## src/rtl/aes2_pkg.sv

```systemverilog
// Shared definitions for the AES2 job sequencer: register word offsets,
// sequencer state encoding and byte-address helper.
package aes2_pkg;

    localparam int WORD_BYTES = 4;

    // AES2 word offsets; the plaintext registers run most-significant word first
    localparam logic [5:0] START    = 6'd0;
    localparam logic [5:0] PC3      = 6'd1;
    localparam logic [5:0] PC2      = 6'd2;
    localparam logic [5:0] PC1      = 6'd3;
    localparam logic [5:0] PC0      = 6'd4;
    localparam logic [5:0] CT_VALID = 6'd11;
    localparam logic [5:0] CT0      = 6'd12;
    localparam logic [5:0] CT1      = 6'd13;
    localparam logic [5:0] CT2      = 6'd14;
    localparam logic [5:0] CT3      = 6'd15;
    localparam logic [5:0] KEY_SEL  = 6'd32;

    typedef enum logic [3:0] {
        S_IDLE, S_CLR, S_KSEL, S_PT, S_GO, S_POLL, S_RD, S_STOP, S_DONE
    } state_e;

    function automatic logic [31:0] word_addr(input logic [31:0] base, input logic [5:0] off);
        return base + 32'(off) * 32'(WORD_BYTES);
    endfunction

endpackage

```

## src/rtl/aes2_job_sequencer_if.sv

```systemverilog
// Job, result and register-bus signals of the AES2 job sequencer.
// master = sequencer view, slave = the environment (job source, result sink, AES2).
interface aes2_job_sequencer_if;
    logic         job_valid_i;
    logic         job_ready_o;
    logic [127:0] job_pt_i;
    logic [1:0]   job_ksel_i;
    logic         res_valid_o;
    logic         res_ready_i;
    logic [127:0] res_ct_o;
    logic         res_err_o;
    logic         busy_o;
    logic         bus_valid_o;
    logic         bus_write_o;
    logic [31:0]  bus_addr_o;
    logic [31:0]  bus_wdata_o;
    logic [3:0]   bus_wstrb_o;
    logic [31:0]  bus_rdata_i;
    logic         bus_ready_i;
    logic         bus_error_i;

    modport master (
        input  job_valid_i, job_pt_i, job_ksel_i, res_ready_i,
               bus_rdata_i, bus_ready_i, bus_error_i,
        output job_ready_o, res_valid_o, res_ct_o, res_err_o, busy_o,
               bus_valid_o, bus_write_o, bus_addr_o, bus_wdata_o, bus_wstrb_o
    );

    modport slave (
        output job_valid_i, job_pt_i, job_ksel_i, res_ready_i,
               bus_rdata_i, bus_ready_i, bus_error_i,
        input  job_ready_o, res_valid_o, res_ct_o, res_err_o, busy_o,
               bus_valid_o, bus_write_o, bus_addr_o, bus_wdata_o, bus_wstrb_o
    );
endinterface

```

## src/rtl/aes2_bus_beat.sv

```systemverilog
// Single register-bus transaction holder: loads a request when idle, holds it
// stable until ready, and reports completion, error and read data.
module aes2_bus_beat (
    input  logic        clk_i,
    input  logic        rst_ni,
    input  logic        i_issue,
    input  logic        i_write,
    input  logic [31:0] i_addr,
    input  logic [31:0] i_wdata,
    input  logic        i_bus_ready,
    input  logic        i_bus_error,
    input  logic [31:0] i_bus_rdata,
    output logic        o_bus_valid,
    output logic        o_bus_write,
    output logic [31:0] o_bus_addr,
    output logic [31:0] o_bus_wdata,
    output logic [3:0]  o_bus_wstrb,
    output logic        o_done,
    output logic        o_err,
    output logic [31:0] o_rdata
);

    logic        r_valid;
    logic        r_write;
    logic [31:0] r_addr;
    logic [31:0] r_wdata;

    // A request is only taken while idle, so the completion cycle is always
    // followed by one cycle with valid low before the next beat.
    always_ff @(posedge clk_i or negedge rst_ni) begin
        if (!rst_ni) begin
            r_valid <= 1'b0;
            r_write <= 1'b0;
            r_addr  <= '0;
            r_wdata <= '0;
        end else if (r_valid) begin
            if (i_bus_ready) r_valid <= 1'b0;
        end else if (i_issue) begin
            r_valid <= 1'b1;
            r_write <= i_write;
            r_addr  <= i_addr;
            r_wdata <= i_wdata;
        end
    end

    assign o_bus_valid = r_valid;
    assign o_bus_write = r_write;
    assign o_bus_addr  = r_addr;
    assign o_bus_wdata = r_wdata;
    assign o_bus_wstrb = (r_valid && r_write) ? 4'hF : 4'h0;
    assign o_done      = r_valid & i_bus_ready;
    assign o_err       = o_done & i_bus_error;
    assign o_rdata     = i_bus_rdata;

endmodule

```

## src/rtl/aes2_job_sequencer.sv

```systemverilog
// Runs one AES2 encryption job: programs key select and plaintext, starts the
// core, polls ct_valid, reads the ciphertext and returns it on the result port.
module aes2_job_sequencer
    import aes2_pkg::*;
#(
    parameter logic [31:0] BASE_ADDR  = 32'h0000_0000,
    parameter int          POLL_LIMIT = 1024
) (
    input  logic                  clk_i,
    input  logic                  rst_ni,
    aes2_job_sequencer_if.master  io
);

    localparam logic [31:0] LIMIT = POLL_LIMIT;

    state_e       r_state, w_next;
    logic [127:0] r_pt;
    logic [1:0]   r_ksel;
    logic [1:0]   r_idx;
    logic [15:0]  r_poll_cnt;
    logic         r_err;
    logic [127:0] r_ct;

    logic         w_issue, w_write, w_done, w_berr, w_timeout;
    logic [5:0]   w_off, w_pc_off, w_ct_off;
    logic [31:0]  w_wdata, w_rdata;
    logic [15:0]  w_poll_inc;

    aes2_bus_beat u_beat (
        .clk_i       (clk_i),
        .rst_ni      (rst_ni),
        .i_issue     (w_issue),
        .i_write     (w_write),
        .i_addr      (word_addr(BASE_ADDR, w_off)),
        .i_wdata     (w_wdata),
        .i_bus_ready (io.bus_ready_i),
        .i_bus_error (io.bus_error_i),
        .i_bus_rdata (io.bus_rdata_i),
        .o_bus_valid (io.bus_valid_o),
        .o_bus_write (io.bus_write_o),
        .o_bus_addr  (io.bus_addr_o),
        .o_bus_wdata (io.bus_wdata_o),
        .o_bus_wstrb (io.bus_wstrb_o),
        .o_done      (w_done),
        .o_err       (w_berr),
        .o_rdata     (w_rdata)
    );

    always_comb begin
        case (r_idx)
            2'd0:    begin w_pc_off = PC3; w_ct_off = CT0; end
            2'd1:    begin w_pc_off = PC2; w_ct_off = CT1; end
            2'd2:    begin w_pc_off = PC1; w_ct_off = CT2; end
            default: begin w_pc_off = PC0; w_ct_off = CT3; end
        endcase
    end

    assign w_poll_inc = (&r_poll_cnt) ? r_poll_cnt : r_poll_cnt + 16'd1;
    assign w_timeout  = {16'b0, w_poll_inc} >= LIMIT;

    always_comb begin
        w_next  = r_state;
        w_issue = 1'b0;
        w_write = 1'b1;
        w_off   = START;
        w_wdata = '0;
        case (r_state)
            S_IDLE: if (io.job_valid_i) w_next = S_CLR;
            S_CLR: begin
                w_issue = 1'b1;
                if (w_done) w_next = w_berr ? S_STOP : S_KSEL;
            end
            S_KSEL: begin
                w_issue = 1'b1;
                w_off   = KEY_SEL;
                w_wdata = {30'b0, (r_ksel == 2'd3) ? 2'd2 : r_ksel};
                if (w_done) w_next = w_berr ? S_STOP : S_PT;
            end
            // word 3-idx goes to PC(3-idx), i.e. offset 1+idx
            S_PT: begin
                w_issue = 1'b1;
                w_off   = w_pc_off;
                w_wdata = r_pt[{~r_idx, 5'b0} +: 32];
                if (w_done) begin
                    if (w_berr)              w_next = S_STOP;
                    else if (r_idx == 2'd3)  w_next = S_GO;
                end
            end
            S_GO: begin
                w_issue = 1'b1;
                w_wdata = 32'd1;
                if (w_done) w_next = w_berr ? S_STOP : S_POLL;
            end
            S_POLL: begin
                w_issue = 1'b1;
                w_write = 1'b0;
                w_off   = CT_VALID;
                if (w_done) begin
                    if (w_berr)          w_next = S_STOP;
                    else if (w_rdata[0]) w_next = S_RD;
                    else if (w_timeout)  w_next = S_STOP;
                end
            end
            S_RD: begin
                w_issue = 1'b1;
                w_write = 1'b0;
                w_off   = w_ct_off;
                if (w_done && (w_berr || r_idx == 2'd3)) w_next = S_STOP;
            end
            S_STOP: begin
                w_issue = 1'b1;
                if (w_done) w_next = S_DONE;
            end
            S_DONE: if (io.res_ready_i) w_next = S_IDLE;
            default: w_next = S_IDLE;
        endcase
    end

    always_ff @(posedge clk_i or negedge rst_ni) begin
        if (!rst_ni) begin
            r_state    <= S_IDLE;
            r_pt       <= '0;
            r_ksel     <= '0;
            r_idx      <= '0;
            r_poll_cnt <= '0;
            r_err      <= 1'b0;
            r_ct       <= '0;
        end else begin
            r_state <= w_next;
            if (r_state == S_IDLE && io.job_valid_i) begin
                r_pt       <= io.job_pt_i;
                r_ksel     <= io.job_ksel_i;
                r_idx      <= '0;
                r_poll_cnt <= '0;
                r_err      <= 1'b0;
                r_ct       <= '0;
            end
            if (w_done) begin
                if (w_berr) begin
                    r_err <= 1'b1;
                end else begin
                    case (r_state)
                        S_PT: r_idx <= r_idx + 2'd1;
                        S_RD: begin
                            r_ct[{r_idx, 5'b0} +: 32] <= w_rdata;
                            r_idx <= r_idx + 2'd1;
                        end
                        S_POLL: if (!w_rdata[0]) begin
                            r_poll_cnt <= w_poll_inc;
                            if (w_timeout) r_err <= 1'b1;
                        end
                        default: ;
                    endcase
                end
            end
        end
    end

    assign io.job_ready_o = (r_state == S_IDLE);
    assign io.busy_o      = (r_state != S_IDLE);
    assign io.res_valid_o = (r_state == S_DONE);
    assign io.res_ct_o    = r_ct;
    assign io.res_err_o   = r_err;

endmodule
```

## src/flat_wrapper.sv

```systemverilog
// flat-port wrapper written by rule: the top's interface ports become plain ports
module aes2_job_sequencer_flat import aes2_pkg::*;
#(
    parameter logic [31:0] BASE_ADDR  = 32'h0000_0000,
    parameter int          POLL_LIMIT = 1024
)
  (clk_i, rst_ni, io_job_valid_i, io_job_pt_i, io_job_ksel_i, io_res_ready_i, io_bus_rdata_i, io_bus_ready_i, io_bus_error_i, io_job_ready_o, io_res_valid_o, io_res_ct_o, io_res_err_o, io_busy_o, io_bus_valid_o, io_bus_write_o, io_bus_addr_o, io_bus_wdata_o, io_bus_wstrb_o);
  aes2_job_sequencer_if io_i ();
  input  logic clk_i;
  input  logic rst_ni;
  input wire logic [$bits(io_i.job_valid_i)-1:0] io_job_valid_i;
  input wire logic [$bits(io_i.job_pt_i)-1:0] io_job_pt_i;
  input wire logic [$bits(io_i.job_ksel_i)-1:0] io_job_ksel_i;
  input wire logic [$bits(io_i.res_ready_i)-1:0] io_res_ready_i;
  input wire logic [$bits(io_i.bus_rdata_i)-1:0] io_bus_rdata_i;
  input wire logic [$bits(io_i.bus_ready_i)-1:0] io_bus_ready_i;
  input wire logic [$bits(io_i.bus_error_i)-1:0] io_bus_error_i;
  output wire logic [$bits(io_i.job_ready_o)-1:0] io_job_ready_o;
  output wire logic [$bits(io_i.res_valid_o)-1:0] io_res_valid_o;
  output wire logic [$bits(io_i.res_ct_o)-1:0] io_res_ct_o;
  output wire logic [$bits(io_i.res_err_o)-1:0] io_res_err_o;
  output wire logic [$bits(io_i.busy_o)-1:0] io_busy_o;
  output wire logic [$bits(io_i.bus_valid_o)-1:0] io_bus_valid_o;
  output wire logic [$bits(io_i.bus_write_o)-1:0] io_bus_write_o;
  output wire logic [$bits(io_i.bus_addr_o)-1:0] io_bus_addr_o;
  output wire logic [$bits(io_i.bus_wdata_o)-1:0] io_bus_wdata_o;
  output wire logic [$bits(io_i.bus_wstrb_o)-1:0] io_bus_wstrb_o;
  assign io_i.job_valid_i = io_job_valid_i;
  assign io_i.job_pt_i = io_job_pt_i;
  assign io_i.job_ksel_i = io_job_ksel_i;
  assign io_i.res_ready_i = io_res_ready_i;
  assign io_i.bus_rdata_i = io_bus_rdata_i;
  assign io_i.bus_ready_i = io_bus_ready_i;
  assign io_i.bus_error_i = io_bus_error_i;
  assign io_job_ready_o = io_i.job_ready_o;
  assign io_res_valid_o = io_i.res_valid_o;
  assign io_res_ct_o = io_i.res_ct_o;
  assign io_res_err_o = io_i.res_err_o;
  assign io_busy_o = io_i.busy_o;
  assign io_bus_valid_o = io_i.bus_valid_o;
  assign io_bus_write_o = io_i.bus_write_o;
  assign io_bus_addr_o = io_i.bus_addr_o;
  assign io_bus_wdata_o = io_i.bus_wdata_o;
  assign io_bus_wstrb_o = io_i.bus_wstrb_o;
  aes2_job_sequencer #(.BASE_ADDR(BASE_ADDR), .POLL_LIMIT(POLL_LIMIT)) u_core (.clk_i(clk_i), .rst_ni(rst_ni), .io(io_i));
endmodule
```

## config.mk

```make
export PLATFORM = sky130hd
export DESIGN_NAME = aes2_job_sequencer_flat
export DESIGN_NICKNAME = d
export VERILOG_FILES = /design/src/rtl/aes2_pkg.sv /design/src/rtl/aes2_job_sequencer_if.sv /design/src/rtl/aes2_bus_beat.sv /design/src/rtl/aes2_job_sequencer.sv /design/src/flat_wrapper.sv
export SDC_FILE = /design/constraint.sdc
export NUM_CORES = 1
export LEC_CHECK = 0
export CAP_MARGIN = 5
export CELL_PAD_IN_SITES_DETAIL_PLACEMENT = 1
export CELL_PAD_IN_SITES_GLOBAL_PLACEMENT = 2
export CORE_UTILIZATION = 33
export CTS_CLUSTER_DIAMETER = 50
export DETAILED_ROUTE_END_ITERATION = 12
export HOLD_SLACK_MARGIN = 0.12
export PLACE_DENSITY = 0.82
export SLEW_MARGIN = 0
export SYNTH_ARGS = -nofsm -noshare
export SYNTH_HDL_FRONTEND = slang
export SYNTH_SLANG_ARGS = --single-unit
export TNS_END_PERCENT = 1
```

## constraint.sdc

```tcl
create_clock -name clk_i -period 5.7 [get_ports clk_i]
set_clock_uncertainty 0.1 [all_clocks]
set_input_delay 0.57 -clock clk_i [delete_from_list [all_inputs] [get_ports clk_i]]
set_output_delay 0.57 -clock clk_i [all_outputs]
set_load 0.005 [all_outputs]
```

==> results of run 1 <==
-- how the worst max path moves through the flow --
stage	from	to	slack, ns	cells past startpoint
2_1_floorplan	u_core.r_idx[0]$_DFF_PN0_	u_core.io.res_ct_o[10]$_DFF_PN0_	3.15	9
3_3_place_gp	u_core.r_state[1]$_DFFE_PN0P_	u_core.r_pt[4]$_DFFE_PN0P_	2.46	5
3_5_place_dp	u_core.r_state[1]$_DFFE_PN0P_	u_core.r_pt[83]$_DFFE_PN0P_	2.42	5
4_1_cts	u_core.r_state[1]$_DFFE_PN0P_	io_busy_o	2.29	3
5_1_grt	u_core.r_state[1]$_DFFE_PN0P_	io_busy_o	2.19	3
6_report	u_core.r_state[1]$_DFFE_PN0P_	io_busy_o	2.31	3
-- cell usage after synthesis (7+ instances only) --
cell type  instances  area share (%)
a21oi_1           13            0.48
a22o_1           158              10
buf_2             24            0.89
buf_4             33             1.8
clkbuf_1          50             1.4
dfrtp_1          320              59
ha_1               7            0.65
inv_1              8            0.22
mux4_2            32             5.3
nand2_1          414              12
nand3_1            8            0.30
nor2_1            16            0.45
o21ai_0           12            0.45
o31ai_1            7            0.39
-- worst register-to-register path, delay by kind of cell, from the launching register on --
kind	cells	cell delay (ns)
and+or+nand+nor	4	1.78
DFF	1	0.68
buffers and inverters	1	0.62
-- final cells by class --
class	instances	area (um^2)
clock inverter	22	221.5
antenna	1	2.502
fill	4335	21320
timing repair buffer	360	3578
sequential	320	8010
clock buffer	53	1186
tap	525	656.9
multi-input combinational	786	5005
inverter	8	30.03
-- stage by stage --
| step | area [um^2] | hold WS (ns) | utilization (%) | std cells | setup slack (ns) |
|---|---|---|---|---|---|
| finish | 18690 | 0.3663 | 46.72 | 2075 | 2.315 |
| global placement | 17270 | 0.3533 | 43.17 | 1998 | 2.464 |
| CTS | 18690 | 0.3729 | 46.71 | 2074 | 2.292 |
| global route | 18690 | 0.3811 | 46.71 | 2074 | 2.185 |
| detailed placement | 17270 | 0.3604 | 43.17 | 1998 | 2.424 |
| floorplan | 13570 | 0.1744 | - | 1226 | 3.151 |
-- power by group through the flow --
stage | Combinational [uW] | Clock, uW | Sequential, uW
4_1_cts | 2310 | 2750 | 3360
3_3_place_gp | 2210 | 0 | 3360
3_5_place_dp | 2280 | 0 | 3390
6_report | 2250 | 2670 | 3360
2_1_floorplan | 1430 | 0 | 3180
5_1_grt | 2510 | 2840 | 3440
-- repair_timing --
item / 4_1_cts / 5_1_grt
hold buffers: 1 / 0
endpoints found under the setup margin: 0 / 0
hold endpoints to repair: 89 / 0
-- state kept, by name, summed over array words and instances (netlist names) --
signal                     count
u_core.io.res_err_o            1
u_core.u_beat.o_bus_wdata     32
u_core.io.res_ct_o           128
u_core.u_beat.o_bus_addr       5
u_core.u_beat.o_bus_write      1
u_core.r_state                 4
u_core.r_pt                  128
u_core.r_idx                   2
u_core.u_beat.o_bus_valid      1
u_core.r_poll_cnt             16
u_core.r_ksel                  2
-- logic make-up (layout without fill, tap and decap cells) --
kind of cell	Yosys count	after routing	share of synthesized area, %
compound gates	224	224	14.10
xor+xnor	2	2	0.1300
fa+ha+maj	8	8	0.7241
buf+inv	120	443	4.614
flops	320	320	59.42
mux	38	38	5.803
other cells	1	28	0.02783
simple gates	487	487	15.18
-- layer usage --
metal  global-route usage (%)  part of all wire [%]  up-vias
li1                         -                     -     4779
met1                    26.23                    43     5376
met2                    32.58                    47      330
met3                    6.027                   7.6       64
met4                    6.477                   2.3        4
met5                        0                 0.065        -
-- layout by cell type, fill, tap and decap left out, types with 4 or more instances in the layout --
cell	instances
nor2b_1	6
a22o_1	158
a31oi_1	4
mux4_2	32
nand4_1	6
mux2i_1	5
buf_4	16
o21ai_0	11
clkdlybuf4s50_1	341
inv_1	8
o31ai_1	7
dfrtp_1	318
o211ai_1	5
nand2_1	413
clkbuf_16	45
clkbuf_1	5
conb_1	27
clkinv_2	10
and3_1	4
nor2_1	15
a21oi_1	9
a21oi_2	4
nand3_1	8
nor3_1	4
ha_1	7
==> summary.txt, run 1 <==
Critical path
  – Crit path DAT: 2.72 ns
  – FF-to-FF End: u_core.r_pt[33]$_DFFE_PN0P_
  – Delay-heaviest family, CP: simple AND/OR/NAND/NOR gates
  – CP Cell Sequence: nor4_2 -> inv_1 -> clkdlybuf4s50_1
  – Reg-to-Reg Start: u_core.r_state[1]$_DFFE_PN0P_
  – Critical Path Fanout Max: 23
  – Max incr delay on CP: 0.83 ns
  – Crit path buffers/inverters: 2
  – Flop2flop setup slack: around 2.4 ns
  – Setup CP Type: reg2out
  – R2R cell count: 5
  – Critical path capture point type: primary output
  – Worst path slowest cell: nor4_2
  – Crit path required time: around 5.0 ns
  – Critical Path Start Type: flip-flop

Timing
  – Rel. slew slack: 27.97%
  – Tcrit/Tclk final: 59.39%
  – RSZ-0062 raised after global routing: false
  – Setup TNS: 0 ns
  – Post-layout min period: around 3.4 ns
  – Setup Viol. Count Final: 0
  – Final hold violation count: 0
  – Final Max Tran Viols: 0
  – Worst-Margin Slew: around 1.1 ns
  – Fmax achieved: 0.2954 GHz

Route
  – Vias per cell: slightly above 5
  – # DRC: 0
  – 1st-iter DRT viols: between 400 and 500
  – Total number of vias: 10550
  – Post-route ant nets: 0
  – Total wire length: approximately 42 mm
  – Pre-Repair DR Iteration Count: 4
  – Wire per inst: 20.14 um

Clock tree
  – Post_cts resized: 0
  – Reg clk slew, reported paths: about 0.05 ns
  – CTS tree: done
  – Clock sinks: 320
  – Post-CTS setup repair buffer count: 0
  – Worst-Skew Late Latency: between 0.5 and 0.6 ns
  – Clock buffer depth: 3
  – Clock root buffer master: clkbuf_16
  – CTS buffer count: 43
  – CTS H-Tree Depth: 2

Power and ir drop
  – Clock power frac: 32.2%
  – Sw Share: 31.55%
  – PD cells: roughly 440 mW/mm^2
  – P_int: roughly 5700 uW
  – Sw power: 2613 uW
  – Seq pwr share: 40.5%
  – Static leakage: 0.008655 uW
  – IR drop worst, VDD: 0.0002222 V
  – Combinational share of power: a little over a quarter
  – Total power: approximately 8300 uW

Synthesis
  – Cell count after synthesis: between 1000 and 1500
  – EDFF count, synth: 0
  – Number of synthesis warnings: 0
  – Ys flop type: dfrtp_1
  – Synth Cell Area: about 0.013 mm^2
  – Syn Area/Cell: about 11 um^2
  – Post-synthesis sequential area ratio: approximately three fifths
  – #FFs+latches synth: 320
  – Synth async-reset ratio: between 90% and 100%
  – Distinct cells, synth: 67

Global route
  – Total GRT Usage: between 20% and 30%
  – Vias in the first global route: between 10000 and 15000
  – Pin count of the biggest net entering global routing: 150
  – Grt ovf: 0
  – First-pass GRT wire length: ~66 mm
  – Initial antenna violation count: 4

Die
  – Standard-cell rows: 73
  – Boundary Pins: 370
  – Die width: about 200 um
  – Starting Density: 33.69%
  – Die area: 0.04165 mm^2
  – Core area: between 0.04 and 0.05 mm^2
  – Die height: 204.1 um

Run status
  – Run status: completed

Layout
  – Share of cells above drive strength 1: between 10% and 20%
  – Layout Nets: 1694
  – P&R area growth vs syn: 38.69%

Min path
  – Worst Min Path Start: u_core.u_beat.o_bus_addr[3]$_DFFE_PN0P_
  – Hold Path Class: reg2reg
  – Hold EP: u_core.u_beat.o_bus_addr[3]$_DFFE_PN0P_
  – Hold Path Stages: 2

Flow run
  – Max_cap viols: 0

Placement
  – GPL Wtd Cong: 0.7989
  – Port Buffers: roughly 340
  – Hpwl dp: 27.05 mm
Note: power is estimated with default switching activity, not from simulation.
==> run 2: changes to the inputs <==
CORE_UTILIZATION = 30   (was 33)
PLACE_DENSITY = 0.75   (was 0.82)
clock period = 3.52 ns   (was 5.7 ns; I/O delays follow)
==> run 2 against run 1 <==
Against the previous run: worst hold slack got worse by 0.14 ns; combinational power rose by 65%; total power rose by 60%; non-clock buffer count rose by 7; sequential power rose by 60%; cell area rose by 0.85%.
==> summary.txt, run 2 (same netlist as run 1, synthesis figures left out) <==
Run status
  – Run status: completed

Critical path
  – Critical path capture point type: primary output
  – Critical Path Start Type: flip-flop
  – Setup CP Type: reg2out
  – Crit path DAT: 2.69 ns (-0.03 ns)
  – Critical Path Fanout Max: 18 (-22%)
  – Crit path required time: 3.07 ns (-1.96 ns)

Route
  – Total number of vias: 10480 (-0.70%)
  – Wire per inst: 19.43 um (-3.5%)
  – 1st-iter DRT viols: 539 (+18%)
  – DR top layer: met5
  – Total wire length: 41.82 mm (about the same)
  – WL met2: 19.26 mm (-1.8%)
  – Pre-Repair DR Iteration Count: 4 (unchanged)
  – Post-route ant nets: 0 (unchanged)
  – Met3 WL: 3.501 mm (+11%)
  – Routed met1 length: 17.97 mm (-0.24%)
  – # DRC: 0 (unchanged)
  – Vias per cell: 4.867 (-4.3%)

Layout
  – Fillers: 4776 (+10%)
  – Share of cells above drive strength 1: 10.28% (+0.21 points)
  – Final std cell area, no fill: 0.01885 mm^2 (+0.85%)
  – P&R area growth vs syn: 39.87%
  – Commonest non-fill, non-tap cell in the layout: nand2_1
  – Most frequent cells in the layout: nand2_1, clkdlybuf4s50_1, dfrtp_1, a22o_1, clkbuf_16
  – Layout Nets: 1701 (+0.41%)

Global route
  – Pin count of the biggest net entering global routing: 137 (-8.7%)
  – Grt ovf: 0 (unchanged)
  – Total GRT Usage: 18.45% (-1.9 points)
  – Initial antenna violation count: 10 (+6)
  – First-pass GRT wire length: 66.50 mm (+0.86%)
  – Vias in the first global route: 11080 (-1.9%)

Die
  – Die area: 0.04577 mm^2 (+9.9%)
  – Standard-cell rows: 77 (+5.5%)
  – Boundary Pins: 370 (unchanged)
  – Die height: 214.0 um (+4.8%)
  – Starting Density: 30.48% (-3.2 points)
  – Core area: 0.04422 mm^2 (+11%)
  – Die width: 214.0 um (+4.8%)

Power and ir drop
  – Sw power: 4176 uW (+60%)
  – Combinational share of power: 28.0% (+0.8 points)
  – Sw Share: 31.45% (-0.098 points)
  – P_int: 9101 uW (+61%)
  – IR drop worst, VDD: 0.0003510 V (+58%)
  – Static leakage: 0.008655 uW (about the same)
  – Clock power frac: 31.4% (-0.8 points)
  – PD cells: 704.3 mW/mm^2 (+59%)
  – Seq pwr share: 40.6% (about the same)

Placement
  – GPL Wtd Cong: 0.7745 (-3.1%)
  – Cell Area, Placed: 0.01746 mm^2 (+1.1%)
  – Hpwl dp: 28.03 mm (+3.6%)
  – Port Buffers: 342 (unchanged)

Timing
  – Tcrit/Tclk final: between 80% and 90%
  – RSZ-0062 raised after global routing: false
  – Rel. slew slack: 31.35% (+3.4 points)
  – Setup Viol. Count Final: 0 (unchanged)
  – Setup TNS: 0 ns (unchanged)
  – Final hold violation count: 0 (unchanged)
  – Fmax achieved: between 0.3 and 0.4 GHz
  – Final Max Tran Viols: 0 (unchanged)
  – Worst-Margin Slew: 1.021 ns (-0.05917 ns)
  – Post-layout min period: roughly 3.1 ns

Clock tree
  – Clock buffer depth: 3 (unchanged)
  – CTS H-Tree Depth: 2 (unchanged)
  – Clock sinks: 320 (unchanged)
  – Clock root buffer master: clkbuf_16
  – Reg clk slew, reported paths: 0.05 ns (about the same)
  – CTS tree: done
  – Worst-Skew Late Latency: 0.56 ns (about the same)
  – CTS buffer count: 43 (unchanged)
  – Post-CTS setup repair buffer count: 0 (unchanged)

Flow run
  – Max_cap viols: 0 (unchanged)

Min path
  – Hold Path Class: in2reg
-- run 2: cell types whose count changed in the layout (fill, tap and decap cells not counted), moves of 2 or more --
cell	before	now
bufinv_16	3	1
inv_8	2	0
buf_4	16	19
clkbuf_8	3	6
diode_2	1	4
clkbuf_1	5	9
clkinvlp_4	2	8
buf_12	1	5
clkinv_2	10	4
clkinv_4	2	0
-- run 2: final timing paths --
kind	startpoint	end	slack (ns)	depth (start not counted)
max in group asynchronous	rst_ni	u_core.r_pt[49]$_DFFE_PN0P_	1.98	3
max	u_core.r_state[2]$_DFFE_PN0P_	io_job_ready_o	0.37	2
min in group asynchronous	rst_ni	u_core.u_beat.o_bus_addr[4]$_DFFE_PN0P_	0.34	2
min reg2reg	u_core.r_pt[47]$_DFFE_PN0P_	u_core.r_pt[47]$_DFFE_PN0P_	0.37	2
max reg2reg	u_core.r_state[2]$_DFFE_PN0P_	u_core.r_pt[127]$_DFFE_PN0P_	0.54	5
min	io_job_pt_i[70]	u_core.r_pt[70]$_DFFE_PN0P_	0.22	3
-- run 2: cell type report --
type	instances	area [um^2]	share of cell area (%)
Antenna cell	4	10.01	0.05310
Timing Repair Buffer	367	3681	19.53
Clock inverter	17	152.6	0.8098
Clock buffer	59	1217	6.459
Multi-Input combinational cell	786	5005	26.55
Inverter	8	30.03	0.1593
Sequential cell	320	8013	42.51
Tap cell	592	740.7	3.930
-- run 2: what timing repair did --
action,4_1_cts,5_1_grt
hold buffers,1,0
endpoints found under the hold margin,90,0
resized for setup,0,0
-- run 2: power groups by stage --
stage	Sequential (uW)	Combinational (uW)	Clock [uW]
floorplan	5150	2320	0
global placement	5420	3700	0
detailed placement	5460	3790	0
CTS	5410	3810	4320
global route	5550	4150	4460
finish	5390	3720	4170
-- run 2: critical path: stages, from the launching register on --
cell	delay (ns)
dfrtp_1	0.61
nor4_2	0.86
clkdlybuf4s50_1	0.67
-- run 2: stage by stage --
step / power, uW / utilization (%) / setup slack [ns] / hold slack, ns / std cells
after floorplan: 7465 / - / 0.9708 / -0.04359 / 1226
after global placement: 9119 / 39.48 / 0.6007 / 0.3470 / 2072
after detailed placement: 9255 / 39.48 / 0.5687 / 0.3585 / 2072
after CTS: 13540 / 42.60 / 0.3744 / 0.1887 / 2149
after global routing: 14150 / 42.61 / 0.3228 / 0.2154 / 2150
final: 13280 / 42.63 / 0.3735 / 0.2224 / 2153
-- run 2: per-layer routing --
layer	up-vias	global-route usage (%)
met1	5285	23.63
met5	-	0
met2	316	29.10
met3	71	6.525
li1	4795	-
met4	12	5.755
